==> src/rtl/act_fetch.sv <==
// act_fetch: streams 16x4b activation words from the PPU output RAM to the PE array.
// Optional ACT_FETCH_STALL_CNT_EN adds o_stall_cnt (backpressure cycles per transfer).
module act_fetch #(
    parameter int LANES  = 16,
    parameter int Q_W    = 4,
    parameter int ADDR_W = 6
) (
    input  logic                   i_clk,
    input  logic                   i_rst_n,
    input  logic                   i_start,
    input  logic [ADDR_W-1:0]      i_base_addr,
    input  logic [ADDR_W:0]        i_len,
    output logic                   o_ram_re,
    output logic [ADDR_W-1:0]      o_ram_addr,
    input  logic [LANES*Q_W-1:0]   i_ram_data,
    output logic                   o_valid,
    output logic [LANES*Q_W-1:0]   o_data,
    input  logic                   i_ready,
    output logic                   o_busy,
    output logic                   o_done
`ifdef ACT_FETCH_STALL_CNT_EN
   ,output logic [15:0]            o_stall_cnt
`endif
);

    localparam int D_W = LANES * Q_W;
    localparam logic [ADDR_W:0] ONE = 1;

    localparam logic [1:0] S_IDLE  = 2'd0;
    localparam logic [1:0] S_FETCH = 2'd1;
    localparam logic [1:0] S_DRAIN = 2'd2;

    logic [1:0]        state;
    logic [ADDR_W-1:0] rd_addr;
    logic [ADDR_W:0]   rd_left;
    logic [ADDR_W:0]   len_q;
    logic [ADDR_W:0]   beat_cnt;
    logic              inflight;
    logic              done_q;

    logic [D_W-1:0]    mem [2];
    logic              wr_ptr;
    logic              rd_ptr;
    logic [1:0]        fifo_cnt;

    logic              start_ok;
    logic              push;
    logic              pop;
    logic              last_rd;
    logic [2:0]        credit;

    assign start_ok = (state == S_IDLE) && i_start;
    assign push     = inflight;
    assign pop      = o_valid && i_ready;

    // The slot freed by this cycle's pop is reusable now, so one beat/cycle sustains.
    assign credit   = 3'(fifo_cnt) + 3'(inflight) - 3'(pop);
    assign o_ram_re = (state == S_FETCH) && (credit < 3'd2);
    assign last_rd  = o_ram_re && (rd_left == ONE);

    assign o_ram_addr = rd_addr;
    assign o_valid    = (fifo_cnt != 2'd0);
    assign o_data     = o_valid ? mem[rd_ptr] : '0;
    assign o_busy     = (state != S_IDLE);
    assign o_done     = done_q;

    always_ff @(posedge i_clk or negedge i_rst_n) begin
        if (!i_rst_n) begin
            state <= S_IDLE;
        end else begin
            unique case (state)
                S_IDLE: begin
                    if (i_start && (i_len != '0))
                        state <= S_FETCH;
                end
                S_FETCH: begin
                    if (last_rd)
                        state <= S_DRAIN;
                end
                S_DRAIN: begin
                    if ((fifo_cnt == 2'd0) && !inflight)
                        state <= S_IDLE;
                end
                default: state <= S_IDLE;
            endcase
        end
    end

    always_ff @(posedge i_clk or negedge i_rst_n) begin
        if (!i_rst_n) begin
            rd_addr  <= '0;
            rd_left  <= '0;
            len_q    <= '0;
            beat_cnt <= '0;
            inflight <= 1'b0;
            done_q   <= 1'b0;
        end else begin
            inflight <= o_ram_re;
            if (start_ok) begin
                rd_addr  <= i_base_addr;
                rd_left  <= i_len;
                len_q    <= i_len;
                beat_cnt <= '0;
            end else begin
                if (o_ram_re) begin
                    rd_addr <= rd_addr + 1'b1;
                    rd_left <= rd_left - ONE;
                end
                if (pop)
                    beat_cnt <= beat_cnt + ONE;
            end
            done_q <= (start_ok && (i_len == '0))
                   || (o_busy && pop && ((beat_cnt + ONE) == len_q));
        end
    end

    always_ff @(posedge i_clk or negedge i_rst_n) begin
        if (!i_rst_n) begin
            mem[0]   <= '0;
            mem[1]   <= '0;
            wr_ptr   <= 1'b0;
            rd_ptr   <= 1'b0;
            fifo_cnt <= 2'd0;
        end else begin
            if (push) begin
                mem[wr_ptr] <= i_ram_data;
                wr_ptr      <= ~wr_ptr;
            end
            if (pop)
                rd_ptr <= ~rd_ptr;
            fifo_cnt <= fifo_cnt + 2'(push) - 2'(pop);
        end
    end

`ifdef ACT_FETCH_STALL_CNT_EN
    logic [15:0] stall_cnt;

    always_ff @(posedge i_clk or negedge i_rst_n) begin
        if (!i_rst_n) begin
            stall_cnt <= '0;
        end else if (start_ok) begin
            stall_cnt <= '0;
        end else if (o_busy && o_valid && !i_ready && (stall_cnt != 16'hFFFF)) begin
            stall_cnt <= stall_cnt + 16'd1;
        end
    end

    assign o_stall_cnt = stall_cnt;
`endif

endmodule

==> config.mk <==
export PLATFORM = sky130hd
export DESIGN_NAME = act_fetch
export DESIGN_NICKNAME = d
export VERILOG_FILES = /design/src/rtl/act_fetch.sv
export SDC_FILE = /design/constraint.sdc
export NUM_CORES = 1
export LEC_CHECK = 0
export CORE_MARGIN = 1.5
export CORE_UTILIZATION = 51
export CTS_CLUSTER_DIAMETER = 150
export DETAILED_ROUTE_END_ITERATION = 6
export PLACE_DENSITY = 0.78
export SETUP_SLACK_MARGIN = 0.2
export SLEW_MARGIN = 20
export SYNTH_ARGS = -nofsm -noshare
export SYNTH_HDL_FRONTEND = slang
export SYNTH_SLANG_ARGS = --single-unit
==> constraint.sdc <==
create_clock -name i_clk -period 2.32 [get_ports i_clk]
set_input_delay 0.348 -clock i_clk [delete_from_list [all_inputs] [get_ports i_clk]]
set_output_delay 0.348 -clock i_clk [all_outputs]
set_load 0.01 [all_outputs]
# == Word level (Yosys, flattened, before mapping) ==
# Index checks and enable logic that the tools add are counted.
# totals
regBits,163
elab_cells,72
# classes
addsub,7
n_lt_le_gt_ge,4
n_eq_ne,7
muxes,17
bitwise_logic,4
n_reduce_logical,21
# op_table
operator,count
2-to-1 mux 64 bit,5
bitwise mux 128 bit,1
demux 64 bit (select 1 bit),1
2-to-1 mux 7 bit,4
2-to-1 mux 6 bit,2
logical AND 1 bit,10
nonzero test 2 bit,4
adder 7 x 1 -> 7 bit (second input constant),1
== test 7 x 1 -> 1 bit (second input constant),1
== test 7 bit,1
zero test 7 bit,1
nonzero test 7 bit,1
subtractor 7 x 1 -> 7 bit (second input constant),1
adder 6 x 1 -> 6 bit (second input constant),1
2-to-1 mux 2 bit,3
case mux 2 bit (3 select lines),1
greater-or-equal comparator 2 bit (second input constant),2
zero test 2 bit,2
inequality test 2 bit (second input constant),2
NOT 1 -> 2 bit,2
adder 2 x 1 -> 3 bit,1
< comparator 3 x 2 -> 1 bit (second input constant),1
AND reduction 3 bit,1
subtractor 3 x 1 -> 3 bit,1
other kinds (9),10

# == Longest topological paths before layout ==
# logic_depth
word_depth,8
ltp_mapped,12
mapped_depth_nobuf,11

# == Worst setup path after synthesis ==
# No wires, ideal clock.
# synth_timing
path_type,register to register
startpoint,register fifo_cnt[1]
endpoint,"register rd_addr[5], in the netlist o_ram_addr[5]"
t_arrival_ns,2.017
t_required_ns,2.194
setup_slack_ns,0.177
path_stages_with_launch,11
synth_period_minus_slack_ns,2.143
cell_sequence,dfrtp_1 -> nand3_1 -> o21ai_0 -> ha_1 -> fa_1 -> nor2_1 -> nand3_1 -> inv_2 -> nor2_1 -> a21o_1 -> a221o_1
# synth_via
elab_chain_cells,6
# synth_lines
element,line_no,source
"start, declared",44,logic [1:0] fifo_cnt;
"start signal, assigned",131,fifo_cnt <= fifo_cnt + 2'(push) - 2'(pop);
"parallel branches: the longest is 2 deep, another holds adder 2 x 1 -> 3 bit",n/a,
subtractor 3 x 1 -> 3 bit *,57,assign credit = 3'(fifo_cnt) + 3'(inflight) - 3'(pop);
net credit[1],50,logic [2:0] credit;
< comparator 3 x 2 -> 1 bit *,58,assign o_ram_re = (state == S_FETCH) && (credit < 3'd2);
logical AND 1 bit *,58,
nonzero test 2 bit (no source line) *,n/a,
"end signal, assigned",100,rd_addr <= i_base_addr;
"end signal, assigned",106,rd_addr <= rd_addr + 1'b1;
"end, declared",34,logic [ADDR_W-1:0] rd_addr;
# Mark *: on every way through the listed nets, which the timed path passes.
# A chain may end at the register's enable or synchronous reset.

# == Final worst setup path ==
# layout_timing
startpoint,register fifo_cnt[0]
endpoint,output port o_ram_re
# layout_via
elab_chain_cells,5
# layout_lines
element,line_no,source
"parallel branches: the longest is 2 deep, another holds adder 2 x 1 -> 3 bit",n/a,
subtractor 3 x 1 -> 3 bit *,57,
net credit[1],50,
< comparator 3 x 2 -> 1 bit *,58,
logical AND 1 bit *,58,
"end, declared",13,"output logic o_ram_re,"
# Marks and branches as above.

==> impl_metrics.toml <==
[sta]
final.setup.worst_slack_ns = -0.142
rsz0062_at_grt = "true"
worst_slew_pin_slew_ns = 0.584
setup_viol = 8
hold_viol_final = 0
fin_worst_skew_ns = 0.00731
relSlewSlack = 0.607
drv_slew = 0
clock.fmax_mhz = 406
finalCriticalPeriod_ns = 2.46
timing.final.crit_share = 1.06

[final_layout]
final_core_util = 0.725
fillers = 985
nNetsFinal = 884
area_delta_synth_final_pct = 39.9
drive_gt1_frac = 0.386
regArea_mm2 = 0.00408
layout_commonest_cell = "dfrtp_1"
antenna_cells = 0
final_cell_mix = "162 x dfrtp_1, 128 x mux2_2, 86 x clkdlybuf4s50_1, 70 x nor2_1, 64 x mux2i_1"
final_area_mm2 = 0.0105
multiInputGateArea_mm2 = 0.00330

[place]
numPortBuffers = 154
hpwl_um = 11000
dpl_cell_area_mm2 = 0.00935
gp_congestion = 0.916

[logic_synthesis]
synth-main-ff-cell = "dfrtp_1"
ys_warn_count = 0
synth_area_leader_cell = "dfrtp_1"
synth_seq_cells = 163
synth_area_leaders = "dfrtp_1 55%, mux2_2 19%, mux2i_1 8.6%"
synth.top_cell.area_share = 0.546
synth_area_per_cell_um2 = 12.4
synth-seq-area-share = 0.546
synth_edf_count = 0
syn_inst = 602
synth_cell_types = 42
async_flop_share = 1.00
synth_nets = 689
syn_area_mm2 = 0.00747

[power_and_ir_drop]
p_seq_frac = 0.309
internal-power_mw = 10.7
clockPowerShare = 0.174
powerDensity_mw_per_mm2 = 1580
max-vdd-ir-drop_mv = 1.13
comb_power_share = 0.517
switchingPower_mw = 5.81
switching_share = 0.352
p_leak_nw = 4.67

[global_routing]
grt_antenna_before_repair = 1
grt_usage = 0.246
grt_max_degree = 63
grt_pass1_wl_um = 28400
grt_pass1_vias = 5651
grt-ovfl-total = 0

[detailed_routing]
via_per_inst = 5.44
wl_per_cell_um = 18.5
wirelength_um = 18300
firstDrtPassIters = 4
ant_nets = 0
drt_iter0_drc = 279
drc = 0
vias = 5412

[worst_setup_path]
endpoint_kind = "output pin"
cp_max_fo = 2
crit_type = "flip-flop to output pin"
worst-r2r-cell-count = 13
worst-r2r-setup-slack_ns = -0.09
worstPathRequired_ns = 1.97
cp-start-kind = "flip-flop"
rr_startpoint = "fifo_cnt[0]"
r2r_end = "o_ram_addr[5]"
worstPathArrival_ns = 2.11

[status]
status = "finished, violations left"
violations = "setup timing"

[cts]
cts_root_buf = "clkbuf_16"
insertion_delay_ns = 0.43
clkTransAtPathRegs_ns = 0.07
clockBufferDepth = 2
htreeDepth = 4
cts_sinks = 163
cts_tree = "built"
cts-buffers-inserted = 17

[hold_path]
min_path_cells = 3
hold_path_end = "fifo_cnt[0]"
worstHoldStart = "i_ready"
min_path_type = "input pin to flip-flop"

[die]
die_area_mm2 = 0.0154
core_mm2 = 0.0144
ioPinCount = 155
die_x_um = 124
rows = 44
die-height_um = 124
initial_core_util = 0.518

[job]
drv_cap = 0
layer usage:
| metal | wire length [um] | global-route usage |
|---|---|---|
| met3 | 971 | 0.0650 |
| met1 | 8150 | 0.318 |
| met4 | 307 | 0.0803 |
| met2 | 8910 | 0.405 |
| met5 | 12 | 0 |
stage by stage:
step / total power, mW / std cells / hold WS, ns / TNS [ns] / setup WS, ns
floorplan: 9.31 / 602 / 0.0524 / 0 / 0.210
global placement: 12.3 / 928 / 0.324 / -4.61 / -0.536
detailed placement: 12.6 / 928 / 0.333 / -6.13 / -0.592
CTS: 16.4 / 991 / 0.444 / -0.650 / -0.193
global route: 17.5 / 994 / 0.408 / -1.86 / -0.239
finish: 16.5 / 994 / 0.398 / -0.455 / -0.142
cells in the mapped netlist, drive strengths merged, types with 5 or more instances:
library cell  instances
nand3                10
buf                  26
xor2                  9
nand2                30
mux2i                64
o21ai                13
a21oi                 9
nor2                 81
dfrtp               163
xnor2                10
mux2                128
clkbuf                8
inv                   9
ha                    5
kinds of logic (layout without fill, tap and decap cells):
| family | count (synthesis) | in the layout | share of synthesized area |
|---|---|---|---|
| AOI/OAI and AO/OA | 37 | 37 | 0.0308 |
| xor gates and xnor gates | 19 | 19 | 0.0223 |
| adders and majority gates | 6 | 6 | 0.0111 |
| buffers and inverters | 43 | 251 | 0.0288 |
| DFF | 163 | 163 | 0.546 |
| muxes | 192 | 192 | 0.279 |
| and+or+nand+nor | 142 | 142 | 0.0822 |
flip-flops by register name, summed over array words and instances, names as in the netlist:
signal and cells:
rd_ptr 1, len_q 7, beat_cnt 7, mem 128
fifo_cnt 2, inflight 1, rd_left 7, state 2
o_done 1, o_ram_addr 6, wr_ptr 1
worst max-delay path: stages (launching register included):
cell and delay, ns:
dfrtp_1 0.39, inv_2 0.08, nand3_2 0.09, o21ai_2 0.07
ha_2 0.19, fa_1 0.44, nor2_1 0.13, nand3_2 0.12
inv_2 0.09, buf_6 0.10
timing repair:
| action | in CTS | in global routing |
|---|---|---|
| buffers inserted | 23 | 3 |
| setup endpoints to repair | 79 | 77 |
| hold endpoints to repair | 48 | 0 |
| cloned | 7 | 0 |
| hold buffers | 1 | 0 |
| gates resized for setup | 209 | 54 |
| pin swaps | 11 | 6 |
layout make-up:
type                    count  share of cell area
well taps                 184              0.0220
inverters                   9             0.00323
flip-flops and latches    163               0.391
clock buffers              18              0.0420
clock inverters            14              0.0154
multi-input cells         396               0.315
repair buffers            210               0.211
power by group through the flow:
| stage | Combinational (mW) | Clock (mW) | Sequential (mW) |
|---|---|---|---|
| final | 8.54 | 2.87 | 5.11 |
| after global routing | 9.21 | 3.04 | 5.28 |
| after CTS | 8.40 | 2.91 | 5.08 |
| after detailed placement | 7.44 | 0 | 5.18 |
| after global placement | 7.26 | 0 | 5.06 |
| after floorplan | 4.42 | 0 | 4.90 |
worst max path at each step:
stage | end | from | cells after the start
4_1_cts | o_ram_re | fifo_cnt[0] | 9
2_1_floorplan | o_ram_addr[5] | fifo_cnt[1] | 10
3_5_place_dp | o_ram_re | i_ready | 9
3_3_place_gp | o_ram_re | i_ready | 9
5_1_grt | o_ram_re | fifo_cnt[0] | 9
6_report | o_ram_re | fifo_cnt[0] | 9
Note: power is estimated with default switching activity, not from simulation.
